<file path="config.mk">
export PLATFORM = sky130hd
export DESIGN_NAME = snoop_bus_arbiter_flat
export DESIGN_NICKNAME = d
export VERILOG_FILES = /design/src/rtl/snoop_bus_arbiter_pkg.sv /design/src/rtl/snoop_bus_arbiter_if.sv /design/src/rtl/snoop_bus_arbiter_rr_arbiter.sv /design/src/rtl/snoop_bus_arbiter.sv /design/src/flat_wrapper.sv
export SDC_FILE = /design/constraint.sdc
export NUM_CORES = 1
export LEC_CHECK = 0
export CORE_AREA = 2 2 129 131
export DETAILED_ROUTE_END_ITERATION = 12
export DIE_AREA = 0 0 131 133
export PLACE_DENSITY_LB_ADDON = 0.25
export RECOVER_POWER = 25
export SLEW_MARGIN = 5
export SYNTH_ARGS = -nofsm -noshare
export SYNTH_HDL_FRONTEND = slang
export SYNTH_SLANG_ARGS = --single-unit
</file>
<file path="constraint.sdc">
create_clock -name clk -period 8.13 [get_ports clk]
set_input_delay 1.2195 -clock clk [delete_from_list [all_inputs] [get_ports clk]]
set_output_delay 1.2195 -clock clk [all_outputs]
set_load 0.03 [all_outputs]
</file>
<file path="src/rtl/snoop_bus_arbiter_pkg.sv">
// Coherence definitions shared with the cache controllers: bus op and snoop
// response encodings, plus the snoop-bus arbiter state encoding.
package cache_def;

  localparam int unsigned STATE_WIDTH = 3;

  typedef enum logic [1:0] {
    NO_REQ   = 2'd0,
    BUS_RD   = 2'd1,
    BUS_RDX  = 2'd2,
    BUS_UPGR = 2'd3
  } bus_op_e;

  typedef enum logic [1:0] {
    NO_RSP = 2'd0,
    SHARED = 2'd1,
    FLUSH  = 2'd2
  } snp_rsp_e;

  typedef enum logic [STATE_WIDTH-1:0] {
    ST_IDLE  = 3'd0,
    ST_SNOOP = 3'd1,
    ST_WB    = 3'd2,
    ST_MEM   = 3'd3,
    ST_DONE  = 3'd4
  } arb_state_e;

endpackage

</file>
<file path="src/rtl/snoop_bus_arbiter_if.sv">
// Snoop bus bundle between the cache controllers, memory and the bus arbiter.
// The master modport is the arbiter; slave is the cache/memory side.
interface snoop_bus_arbiter_if #(
  parameter int unsigned NUM_CACHE   = 4,
  parameter int unsigned LADDR_WIDTH = 58
);
  localparam int unsigned IDX_W = (NUM_CACHE > 1) ? $clog2(NUM_CACHE) : 1;

  logic [NUM_CACHE-1:0]             req;
  logic [2*NUM_CACHE-1:0]           req_type;
  logic [LADDR_WIDTH*NUM_CACHE-1:0] req_addr;
  logic [NUM_CACHE-1:0]             gnt;
  logic [1:0]                       bus_req;
  logic [LADDR_WIDTH-1:0]           bus_addr;
  logic [IDX_W-1:0]                 bus_src;
  logic [2*NUM_CACHE-1:0]           snp_rsp;
  logic [NUM_CACHE-1:0]             snp_wb;
  logic                             mem_rd;
  logic                             mem_wr;
  logic                             mem_ack;
  logic                             done;
  logic                             shared;
  logic                             err;

  modport master (
    input  req, req_type, req_addr, snp_rsp, snp_wb, mem_ack,
    output gnt, bus_req, bus_addr, bus_src, mem_rd, mem_wr, done, shared, err
  );

  modport slave (
    output req, req_type, req_addr, snp_rsp, snp_wb, mem_ack,
    input  gnt, bus_req, bus_addr, bus_src, mem_rd, mem_wr, done, shared, err
  );

endinterface

</file>
<file path="src/rtl/snoop_bus_arbiter_rr_arbiter.sv">
// Combinational round-robin pick: first active request at or after ptr wins.
module rr_arbiter #(
  parameter int unsigned NUM_CACHE = 4,
  parameter int unsigned IDX_W     = (NUM_CACHE > 1) ? $clog2(NUM_CACHE) : 1
) (
  input  logic [NUM_CACHE-1:0] req,
  input  logic [IDX_W-1:0]     ptr,
  output logic [NUM_CACHE-1:0] gnt_c
);

  logic             found;
  logic [IDX_W-1:0] idx;

  always_comb begin
    gnt_c = '0;
    found = 1'b0;
    idx   = '0;
    for (int unsigned i = 0; i < NUM_CACHE; i++) begin
      idx = IDX_W'((32'(ptr) + i) % NUM_CACHE);
      if (!found && req[idx]) begin
        gnt_c[idx] = 1'b1;
        found      = 1'b1;
      end
    end
  end

endmodule

</file>
<file path="src/rtl/snoop_bus_arbiter.sv">
// Snoop bus arbiter: grants one cache at a time, runs the snoop phase, then an
// optional write-back and memory read before signalling completion.
module snoop_bus_arbiter
  import cache_def::*;
#(
  parameter int unsigned NUM_CACHE   = 4,
  parameter int unsigned LADDR_WIDTH = 58,
  parameter int unsigned MEM_TIMEOUT = 64
) (
  input logic                 clk,
  input logic                 rst_n,
  snoop_bus_arbiter_if.master bus
);

  localparam int unsigned IDX_W = (NUM_CACHE > 1) ? $clog2(NUM_CACHE) : 1;
  localparam int unsigned CNT_W = $clog2(MEM_TIMEOUT + 1);

  arb_state_e             state_q;
  logic [NUM_CACHE-1:0]   gnt_q;
  bus_op_e                op_q;
  logic [LADDR_WIDTH-1:0] addr_q;
  logic [IDX_W-1:0]       src_q;
  logic [IDX_W-1:0]       rr_ptr_q;
  logic [CNT_W-1:0]       cnt_q;
  logic                   rsp_shared_q;
  logic                   flush_q;
  logic                   mem_rd_q;
  logic                   mem_wr_q;
  logic                   done_q;
  logic                   shared_q;
  logic                   err_q;

  logic [NUM_CACHE-1:0]   req_vld_c;
  logic [NUM_CACHE-1:0]   arb_gnt_c;
  logic [IDX_W-1:0]       win_idx_c;
  bus_op_e                win_op_c;
  logic [LADDR_WIDTH-1:0] win_addr_c;
  logic                   snp_any_c;
  logic                   snp_flush_c;
  logic                   snp_wb_c;

  always_comb begin
    req_vld_c = '0;
    for (int unsigned i = 0; i < NUM_CACHE; i++) begin
      req_vld_c[i] = bus.req[i] && (bus.req_type[2*i +: 2] != NO_REQ);
    end
  end

  rr_arbiter #(.NUM_CACHE(NUM_CACHE), .IDX_W(IDX_W)) u_rr_arbiter (
    .req   (req_vld_c),
    .ptr   (rr_ptr_q),
    .gnt_c (arb_gnt_c)
  );

  // One-hot winner to index, op and address.
  always_comb begin
    win_idx_c  = '0;
    win_op_c   = NO_REQ;
    win_addr_c = '0;
    for (int unsigned i = 0; i < NUM_CACHE; i++) begin
      if (arb_gnt_c[i]) begin
        win_idx_c  = IDX_W'(i);
        win_op_c   = bus_op_e'(bus.req_type[2*i +: 2]);
        win_addr_c = bus.req_addr[LADDR_WIDTH*i +: LADDR_WIDTH];
      end
    end
  end

  // Snoop responses from every cache except the current owner.
  always_comb begin
    snp_any_c   = 1'b0;
    snp_flush_c = 1'b0;
    snp_wb_c    = 1'b0;
    for (int unsigned i = 0; i < NUM_CACHE; i++) begin
      if (!gnt_q[i]) begin
        snp_any_c   = snp_any_c   | (bus.snp_rsp[2*i +: 2] != NO_RSP);
        snp_flush_c = snp_flush_c | (bus.snp_rsp[2*i +: 2] == FLUSH);
        snp_wb_c    = snp_wb_c    | bus.snp_wb[i];
      end
    end
  end

  always_ff @(posedge clk) begin
    if (!rst_n) begin
      state_q      <= ST_IDLE;
      gnt_q        <= '0;
      op_q         <= NO_REQ;
      addr_q       <= '0;
      src_q        <= '0;
      rr_ptr_q     <= '0;
      cnt_q        <= '0;
      rsp_shared_q <= 1'b0;
      flush_q      <= 1'b0;
      mem_rd_q     <= 1'b0;
      mem_wr_q     <= 1'b0;
      done_q       <= 1'b0;
      shared_q     <= 1'b0;
      err_q        <= 1'b0;
    end else begin
      case (state_q)
        ST_IDLE: begin
          if (|req_vld_c) begin
            state_q <= ST_SNOOP;
            gnt_q   <= arb_gnt_c;
            op_q    <= win_op_c;
            addr_q  <= win_addr_c;
            src_q   <= win_idx_c;
          end
        end
        ST_SNOOP: begin
          rsp_shared_q <= snp_any_c;
          flush_q      <= snp_flush_c;
          cnt_q        <= '0;
          if (snp_wb_c) begin
            state_q  <= ST_WB;
            mem_wr_q <= 1'b1;
          end else if (op_q == BUS_UPGR || snp_flush_c) begin
            state_q  <= ST_DONE;
            done_q   <= 1'b1;
            shared_q <= snp_any_c;
          end else begin
            state_q  <= ST_MEM;
            mem_rd_q <= 1'b1;
          end
        end
        ST_WB, ST_MEM: begin
          if (bus.mem_ack) begin
            mem_wr_q <= 1'b0;
            mem_rd_q <= 1'b0;
            cnt_q    <= '0;
            // A write-back still needs the line from memory unless a peer flushed it.
            if (state_q == ST_WB && !(op_q == BUS_UPGR || flush_q)) begin
              state_q  <= ST_MEM;
              mem_rd_q <= 1'b1;
            end else begin
              state_q  <= ST_DONE;
              done_q   <= 1'b1;
              shared_q <= rsp_shared_q;
            end
          end else if (cnt_q == CNT_W'(MEM_TIMEOUT - 1)) begin
            mem_wr_q <= 1'b0;
            mem_rd_q <= 1'b0;
            state_q  <= ST_DONE;
            done_q   <= 1'b1;
            shared_q <= rsp_shared_q;
            err_q    <= 1'b1;
          end else begin
            cnt_q <= cnt_q + CNT_W'(1);
          end
        end
        ST_DONE: begin
          state_q  <= ST_IDLE;
          gnt_q    <= '0;
          op_q     <= NO_REQ;
          done_q   <= 1'b0;
          shared_q <= 1'b0;
          err_q    <= 1'b0;
          rr_ptr_q <= IDX_W'((32'(src_q) + 32'd1) % NUM_CACHE);
        end
        default: state_q <= ST_IDLE;
      endcase
    end
  end

  assign bus.gnt      = gnt_q;
  assign bus.bus_req  = op_q;
  assign bus.bus_addr = addr_q;
  assign bus.bus_src  = src_q;
  assign bus.mem_rd   = mem_rd_q;
  assign bus.mem_wr   = mem_wr_q;
  assign bus.done     = done_q;
  assign bus.shared   = shared_q;
  assign bus.err      = err_q;

endmodule

</file>
<file path="src/flat_wrapper.sv">
// flat-port wrapper written by rule: the top's interface ports become plain ports
module snoop_bus_arbiter_flat import cache_def::*;
#(
  parameter int unsigned NUM_CACHE   = 4,
  parameter int unsigned LADDR_WIDTH = 58,
  parameter int unsigned MEM_TIMEOUT = 64
)
  (clk, rst_n, bus_req, bus_req_type, bus_req_addr, bus_snp_rsp, bus_snp_wb, bus_mem_ack, bus_gnt, bus_bus_req, bus_bus_addr, bus_bus_src, bus_mem_rd, bus_mem_wr, bus_done, bus_shared, bus_err);
  snoop_bus_arbiter_if #(.NUM_CACHE(NUM_CACHE), .LADDR_WIDTH(LADDR_WIDTH)) bus_i ();
  input logic clk;
  input logic rst_n;
  input wire logic [$bits(bus_i.req)-1:0] bus_req;
  input wire logic [$bits(bus_i.req_type)-1:0] bus_req_type;
  input wire logic [$bits(bus_i.req_addr)-1:0] bus_req_addr;
  input wire logic [$bits(bus_i.snp_rsp)-1:0] bus_snp_rsp;
  input wire logic [$bits(bus_i.snp_wb)-1:0] bus_snp_wb;
  input wire logic [$bits(bus_i.mem_ack)-1:0] bus_mem_ack;
  output wire logic [$bits(bus_i.gnt)-1:0] bus_gnt;
  output wire logic [$bits(bus_i.bus_req)-1:0] bus_bus_req;
  output wire logic [$bits(bus_i.bus_addr)-1:0] bus_bus_addr;
  output wire logic [$bits(bus_i.bus_src)-1:0] bus_bus_src;
  output wire logic [$bits(bus_i.mem_rd)-1:0] bus_mem_rd;
  output wire logic [$bits(bus_i.mem_wr)-1:0] bus_mem_wr;
  output wire logic [$bits(bus_i.done)-1:0] bus_done;
  output wire logic [$bits(bus_i.shared)-1:0] bus_shared;
  output wire logic [$bits(bus_i.err)-1:0] bus_err;
  assign bus_i.req = bus_req;
  assign bus_i.req_type = bus_req_type;
  assign bus_i.req_addr = bus_req_addr;
  assign bus_i.snp_rsp = bus_snp_rsp;
  assign bus_i.snp_wb = bus_snp_wb;
  assign bus_i.mem_ack = bus_mem_ack;
  assign bus_gnt = bus_i.gnt;
  assign bus_bus_req = bus_i.bus_req;
  assign bus_bus_addr = bus_i.bus_addr;
  assign bus_bus_src = bus_i.bus_src;
  assign bus_mem_rd = bus_i.mem_rd;
  assign bus_mem_wr = bus_i.mem_wr;
  assign bus_done = bus_i.done;
  assign bus_shared = bus_i.shared;
  assign bus_err = bus_i.err;
  snoop_bus_arbiter #(.NUM_CACHE(NUM_CACHE), .LADDR_WIDTH(LADDR_WIDTH), .MEM_TIMEOUT(MEM_TIMEOUT)) u_core (.clk(clk), .rst_n(rst_n), .bus(bus_i));
endmodule
</file>
==> out/metrics.csv, run 1 <==
metric,value,unit
syn_area_per_cell,8.12,µm²
"Max FO, Critical Path",71,
post-synthesis cell type count,51,
DRC viols,0,
GRT Total Usage,26.1,%
"Reg clk slew, reported paths",0.06,ns
row count,47,
Switching Fraction,49.7,%
CTS Hold Buffers Added,0,
H-tree levels,3,
pre-CTS setup slack,3.55,ns
"Gates resized, CTS repair",0,
Fin Clk Skew,0.00896,ns
violated checks,"capacitance limit, slew limit",
largest net degree at the start of global routing,72,
total number of vias,6522,
number of nets in the layout,1195,
Worst Hold End,u_core.cnt_q[6],
largest family of logic cells by synthesized area,compound AO/OA/AOI/OAI gates,
R2R depth,9,
Ports,330,
clock tree sinks,85,
Post-synth ARST share,0,%
Power Density,327,mW/mm²
Routed WL per cell,20.2,µm
Hold Crit Depth,2,
multiplexer share of the synthesized area,2.56,%
type of the tightest min-delay check,register to register,
cell count after synthesis,645,
Initial DRT Pass Iterations,5,
Final HPWL DP,16.2,mm
YS warnings,0,
RSZ-0062 raised after global routing,false,
DIE AREA,0.0174,mm²
clock network fraction of total power,14.2,%
ANT cells,0,
Logic pwr share,63.1,%
"FF+latch count, synth",85,
initial antenna violation count,0,
Final setup viols,0,
status,"finished, violations left",
Buffers on Ports,329,
Final Max Slew Viols,72,
Hold Path Origin,u_core.cnt_q[6],
CTS tree,yes,
Core Footprint,0.0162,mm²
WP data arrival,5.32,ns
reg2reg start,u_core.rr_ptr_q[0],
worst vdd ir,0.000253,V
Leak,0.00295,µW
later-pin clock latency in the skew report,0.35,ns
Max-cap violations,1,
Inserted Clock Buffers,9,
starting density of the core,32.4,%
Max Fclk,0.197,GHz
Psw,1440,µW
fin worst setup slack,3.04,ns
"Seq/Total Area, Yosys",32.5,%
Crit. End Element,register,
Post-Syn Nets,911,
Reg power frac,22.7,%
Final Cycle Share,62.5,%
synthesized-area fraction occupied by adder cells,1.67,%
Routed WL,23.3,mm
Starting DRT DRC Count,477,
P_int,1460,µW
global-route wire length before repair,35.4,mm
Synth Area in Compound Gates,30.0,%
Die W,131,µm
Layout area overhead,69.2,%
simple-gate share of the synthesized area,25.9,%
final RePlAce weighted congestion,0.885,
post-route ant nets,0,
post-synthesis xor/xnor area fraction,1.00,%
critical path type,primary input to register,
root buffer cell,clkbuf_16,
r2r endpoint,u_core.bus.bus_addr[40],
vias in the first global route,6392,
Period minus WS final,5.09,ns
Final Hold Violating Endpoints,0,
Critical Path Start Type,primary input,
setup bufs post-CTS,0,
final setup TNS,0,ns
global route overflow,0,
Post-Syn Area,0.00524,mm²
worst endpoint required time,8.37,ns
share of cells above drive strength 1,5.67,%
Worst-Margin Slew,3.62,ns
CTS max path bufs,2,
Worst slew margin,-141,%
"EDFF count, synth",0,
most common flop cell mapped by yosys,dfxtp_1,
Die Span Y,133,µm
Reg2Reg Setup Slack,3.88,ns
Vias/cell,5.65,
-- sequential cells by signal (all words and copies together), names as in the netlist --
name                 count
u_core.rsp_shared_q      1
u_core.bus.err           1
u_core.cnt_q             7
u_core.bus.done          1
u_core.bus.bus_addr     58
u_core.bus.bus_src       2
u_core.bus.mem_rd        1
u_core.flush_q           1
u_core.bus.shared        1
u_core.bus.mem_wr        1
u_core.rr_ptr_q          2
u_core.bus.gnt           4
u_core.bus.bus_req       2
u_core.state_q           3
-- how the worst max path moves through the flow --
stage,start,end,cells past startpoint
after floorplan,bus_req_type[0],u_core.bus.bus_addr[36],11
after global placement,bus_req_type[4],u_core.bus.bus_addr[47],9
after detailed placement,bus_req_type[3],u_core.bus.bus_addr[23],7
after CTS,bus_req_type[3],u_core.bus.bus_addr[23],7
after global routing,rst_n,u_core.rr_ptr_q[1],4
final,rst_n,u_core.rr_ptr_q[1],4
-- final cells by class --
type / count / area, µm²
clock buffers: 11 / 253
clock inverters: 5 / 35.0
fillers: 1498 / 7310
inverters: 9 / 33.8
multi-input cells: 486 / 3210
flip-flops and latches: 85 / 1700
well taps: 220 / 275
repair buffers: 338 / 3350
-- metrics by stage --
step                      power [µW]  cell area, µm²  instances  utilization (%)  hold slack, ns
final                           2900            8860       1154             54.8           0.442
after CTS                       2930            8870       1154             54.8           0.441
after global placement          2500            8580       1138             53.1           0.423
after detailed placement        2510            8580       1138             53.1           0.430
after global routing            3060            8860       1154             54.8           0.458
after floorplan                 1880            5240        645                -           0.413
-- kinds of logic (layout without fill, tap and decap cells) --
logic type,count (synthesis),count (layout)
AO/OA/AOI/OAI,174,174
flip-flops,85,85
AND/OR/NAND/NOR,287,287
adder cells (fa/ha/maj),7,7
XOR/XNOR,6,6
multiplexers,12,12
buffers and inverters,74,363
-- layer usage --
metal	up-vias	GRT usage (%)	wire length, µm
li1	3073	-	-
met1	3107	32.1	9260
met2	310	44.3	11600
met3	32	6.47	1940
met4	0	8.45	464
met5	-	0	0
-- cells in the mapped netlist (10+ instances only) --
cell type   n  area (µm²)
dfxtp_1    85        1700
nand3_1    83         415
nand2_1    82         308
nor3_1     62         310
o221ai_1   59         517
a311oi_1   49         429
clkbuf_1   46         173
nor2_1     31         116
a21oi_1    15        75.1
o21ai_0    15        75.1
buf_2      10        50.1
mux2i_1    10         100
-- critical path: stages --
cell and delay, ns:
buf_2 0.07, clkbuf_1 2.53, inv_1 1.02, a211oi_1 0.43
-- layout by cell type, fill, tap and decap left out, types with 3 or more instances in the layout --
cell	count
clkdlybuf4s50_1	303
dlygate4sd3_1	25
nand2b_1	5
a21oi_1	15
buf_4	8
a211oi_1	3
o21a_1	5
mux2i_1	10
a311oi_4	8
a311oi_1	49
o221ai_1	59
and3_1	4
nor3_1	62
ha_1	7
o21ai_0	15
nor2_1	31
inv_1	8
dfxtp_1	85
nand4_1	5
xor2_1	4
clkbuf_16	9
nand2_1	82
nand3_1	81
o21ai_1	4
clkinvlp_4	4
-- power by group through the flow --
stage	clock network [µW]	logic, µW	registers [µW]
floorplan	0	1010	876
global placement	0	1840	665
detailed placement	0	1840	667
CTS	418	1850	660
global route	434	1950	676
finish	411	1830	659
No activity file was read; power rests on OpenSTA's default activity.
==> run 2: changes to the inputs <==
--- a/config.mk
+++ b/config.mk
@@ -5,9 +5,9 @@
 export SDC_FILE = /design/constraint.sdc
 export NUM_CORES = 1
 export LEC_CHECK = 0
-export CORE_AREA = 2 2 129 131
+export CORE_AREA = 2 2 130 132
 export DETAILED_ROUTE_END_ITERATION = 12
-export DIE_AREA = 0 0 131 133
+export DIE_AREA = 0 0 132 134
 export PLACE_DENSITY_LB_ADDON = 0.25
 export RECOVER_POWER = 25
 export SLEW_MARGIN = 5
==> constraint.sdc (replaced) <==
create_clock -name clk -period 4.7 [get_ports clk]
set_input_delay 0.705 -clock clk [delete_from_list [all_inputs] [get_ports clk]]
set_output_delay 0.705 -clock clk [all_outputs]
set_load 0.03 [all_outputs]
==> run 2 against run 1 <==
  * The run still ends with capacitance limit, slew limit left
  * Critical path type is now register to register
  * Design area is 1.1% higher
  * Setup slack got worse by 2.0 ns
  * Largest power group unchanged
  * Utilization grew 0.22 points
  * Register-to-register slack worse by 2.9 ns
  * Clock-buffer cell count down 1
==> out/metrics.csv, run 2 (synthesized netlist as in run 1, its figures left out) <==
metric,value,unit,change
status,"finished, violations left",,
violated checks,"capacitance limit, slew limit",,
vias in the first global route,6415,,+0.36%
GR Util met2,42.5,%,-1.8 points
Fin Clk Skew,0.0116,ns,+0.00262 ns
pre-CTS setup slack,0.976,ns,-2.58 ns
critical path type,register to register,,
GRT Total Usage,26.3,%,+0.20 points
Starting DRT DRC Count,512,,+7.3%
number of flip-flops in the largest register,58,,unchanged
WHS,0.440,ns,-0.00134 ns
ANT cells,0,,unchanged
worst endpoint required time,4.91,ns,-3.46 ns
"Gates resized, CTS repair",0,,unchanged
setup bufs post-CTS,0,,unchanged
CTS Hold Buffers Added,0,,unchanged
reg2reg start,u_core.rr_ptr_q[0],,
Crit. End Element,register,,
Initial DRT Pass Iterations,5,,unchanged
final instance area,0.00896,mm²,+1.1%
RSZ-0062 raised after global routing,false,,
Layout area overhead,71.1,%,
most used routing layer,met2,,
post-route insts no fill,1156,,+0.17%
Ports,330,,unchanged
largest net degree at the start of global routing,65,,-9.7%
total number of vias,6509,,-0.20%
"Reg clk slew, reported paths",0.07,ns,about the same
final RePlAce weighted congestion,0.913,,+3.1%
Buffers on Ports,329,,unchanged
share of cells above drive strength 1,5.88,%,+0.20 points
Hold Path Origin,u_core.cnt_q[6],,
Die W,132,µm,+0.76%
M1 GR Usage,32.1,%,+0.039 points
starting density of the core,32.2,%,-0.23 points
WP data arrival,3.88,ns,-1.44 ns
dpl cells,1140,,+0.18%
row count,47,,unchanged
final setup TNS,0,ns,unchanged
Worst slew margin,-24.7,%,+120 points
number of nets in the layout,1197,,+0.17%
initial antenna violation count,0,,unchanged
"commonest non-fill, non-tap cells in the layout","303 x clkdlybuf4s50_1, 85 x dfxtp_1, 82 x nand2_1",,
"commonest non-fill, non-tap cell in the layout",clkdlybuf4s50_1,,
Power Density,574,mW/mm²,+76%
H-tree levels,3,,unchanged
Worst-Margin Slew,1.87,ns,-1.75 ns
Max Fclk,0.272,GHz,
Final setup viols,0,,unchanged
CTS tree,yes,,
type of the tightest min-delay check,register to register,,
Reg2Reg Setup Slack,1.03,ns,-2.85 ns
DRC viols,0,,unchanged
"Max FO, Critical Path",34,,-52%
Critical Path Source,u_core.rr_ptr_q[0],,
Critical Path Start Type,register,,
CTS max path bufs,2,,unchanged
clock tree sinks,85,,unchanged
post-route ant nets,0,,unchanged
later-pin clock latency in the skew report,0.35,ns,about the same
Post-DP Area,0.00866,mm²,+0.90%
root buffer cell,clkbuf_16,,
Inserted Clock Buffers,9,,unchanged
Max-cap violations,1,,unchanged
Routed WL per cell,20.7,µm,+2.3%
Period minus WS final,3.67,ns,
global route overflow,0,,unchanged
Die Span Y,134,µm,+0.75%
Vias/cell,5.63,,-0.37%
Routed WL,23.9,mm,+2.5%
Leak,0.00300,µW,+1.7%
Final Cycle Share,78.2,%,
global-route wire length before repair,36.7,mm,+3.4%
fin worst setup slack,1.03,ns,-2.02 ns
worst vdd ir,0.000477,V,+89%
Final Hold Violating Endpoints,0,,unchanged
Final Max Slew Viols,36,,-50%
DIE AREA,0.0177,mm²,+1.5%
Core Footprint,0.0163,mm²,+0.73%
Final HPWL DP,17.0,mm,+5.4%
met3 usage,7.86,%,+1.4 points
## run 2: changes by cell type in the layout (fill, tap and decap cells not counted), sizes merged
| cell | previous run | this run |
|---|---|---|
| bufinv | 0 | 1 |
| clkbuf | 12 | 11 |
| clkinvlp | 4 | 1 |
| clkinv | 1 | 2 |
| inv | 9 | 11 |
| buf | 9 | 11 |
## run 2: final timing paths
kind,end,cells past startpoint
hold reg to reg,u_core.cnt_q[6],2
setup reg to reg,u_core.bus.bus_addr[14],9
hold / removal,u_core.cnt_q[6],2
setup / recovery,u_core.bus.bus_addr[14],9
## run 2: critical path: stages, from the launching register on
cell and delay [ns]:
dfxtp_1 0.60, inv_1 0.27, ha_1 0.46, mux2i_1 0.36, a211oi_1 0.13, o21ai_0 0.36
nand3_2 0.63, buf_12 0.42, nor3_1 0.20, a311oi_1 0.07
## run 2: metrics by stage
stage          util [%]  total power [µW]
2_1_floorplan         -              3250
3_3_place_gp       53.1              4420
3_5_place_dp       53.1              4430
4_1_cts            55.0              5200
5_1_grt            55.0              5440
6_report           55.0              5150
## run 2: where the power goes
group          leakage (µW)  internal, µW  switching (µW)
logic               0.00215          1230            2010
clock network      0.000149           431             328
registers          0.000701           971             173
## run 2: area by class of cell
cell class	count	area, µm²
repair buffers	340	3430
multi-input cells	486	3210
fillers	1510	7330
clock buffers	10	239
clock inverters	6	68.8
flip-flops and latches	85	1700
well taps	220	275
inverters	9	33.8
## run 2: layer usage
metal	up-vias	wire length [µm]	share of wire, %
met5	-	0	0
met4	0	1100	4.6
met3	68	2190	9.2
met2	330	11300	47
met1	3033	9340	39
li1	3078	-	-
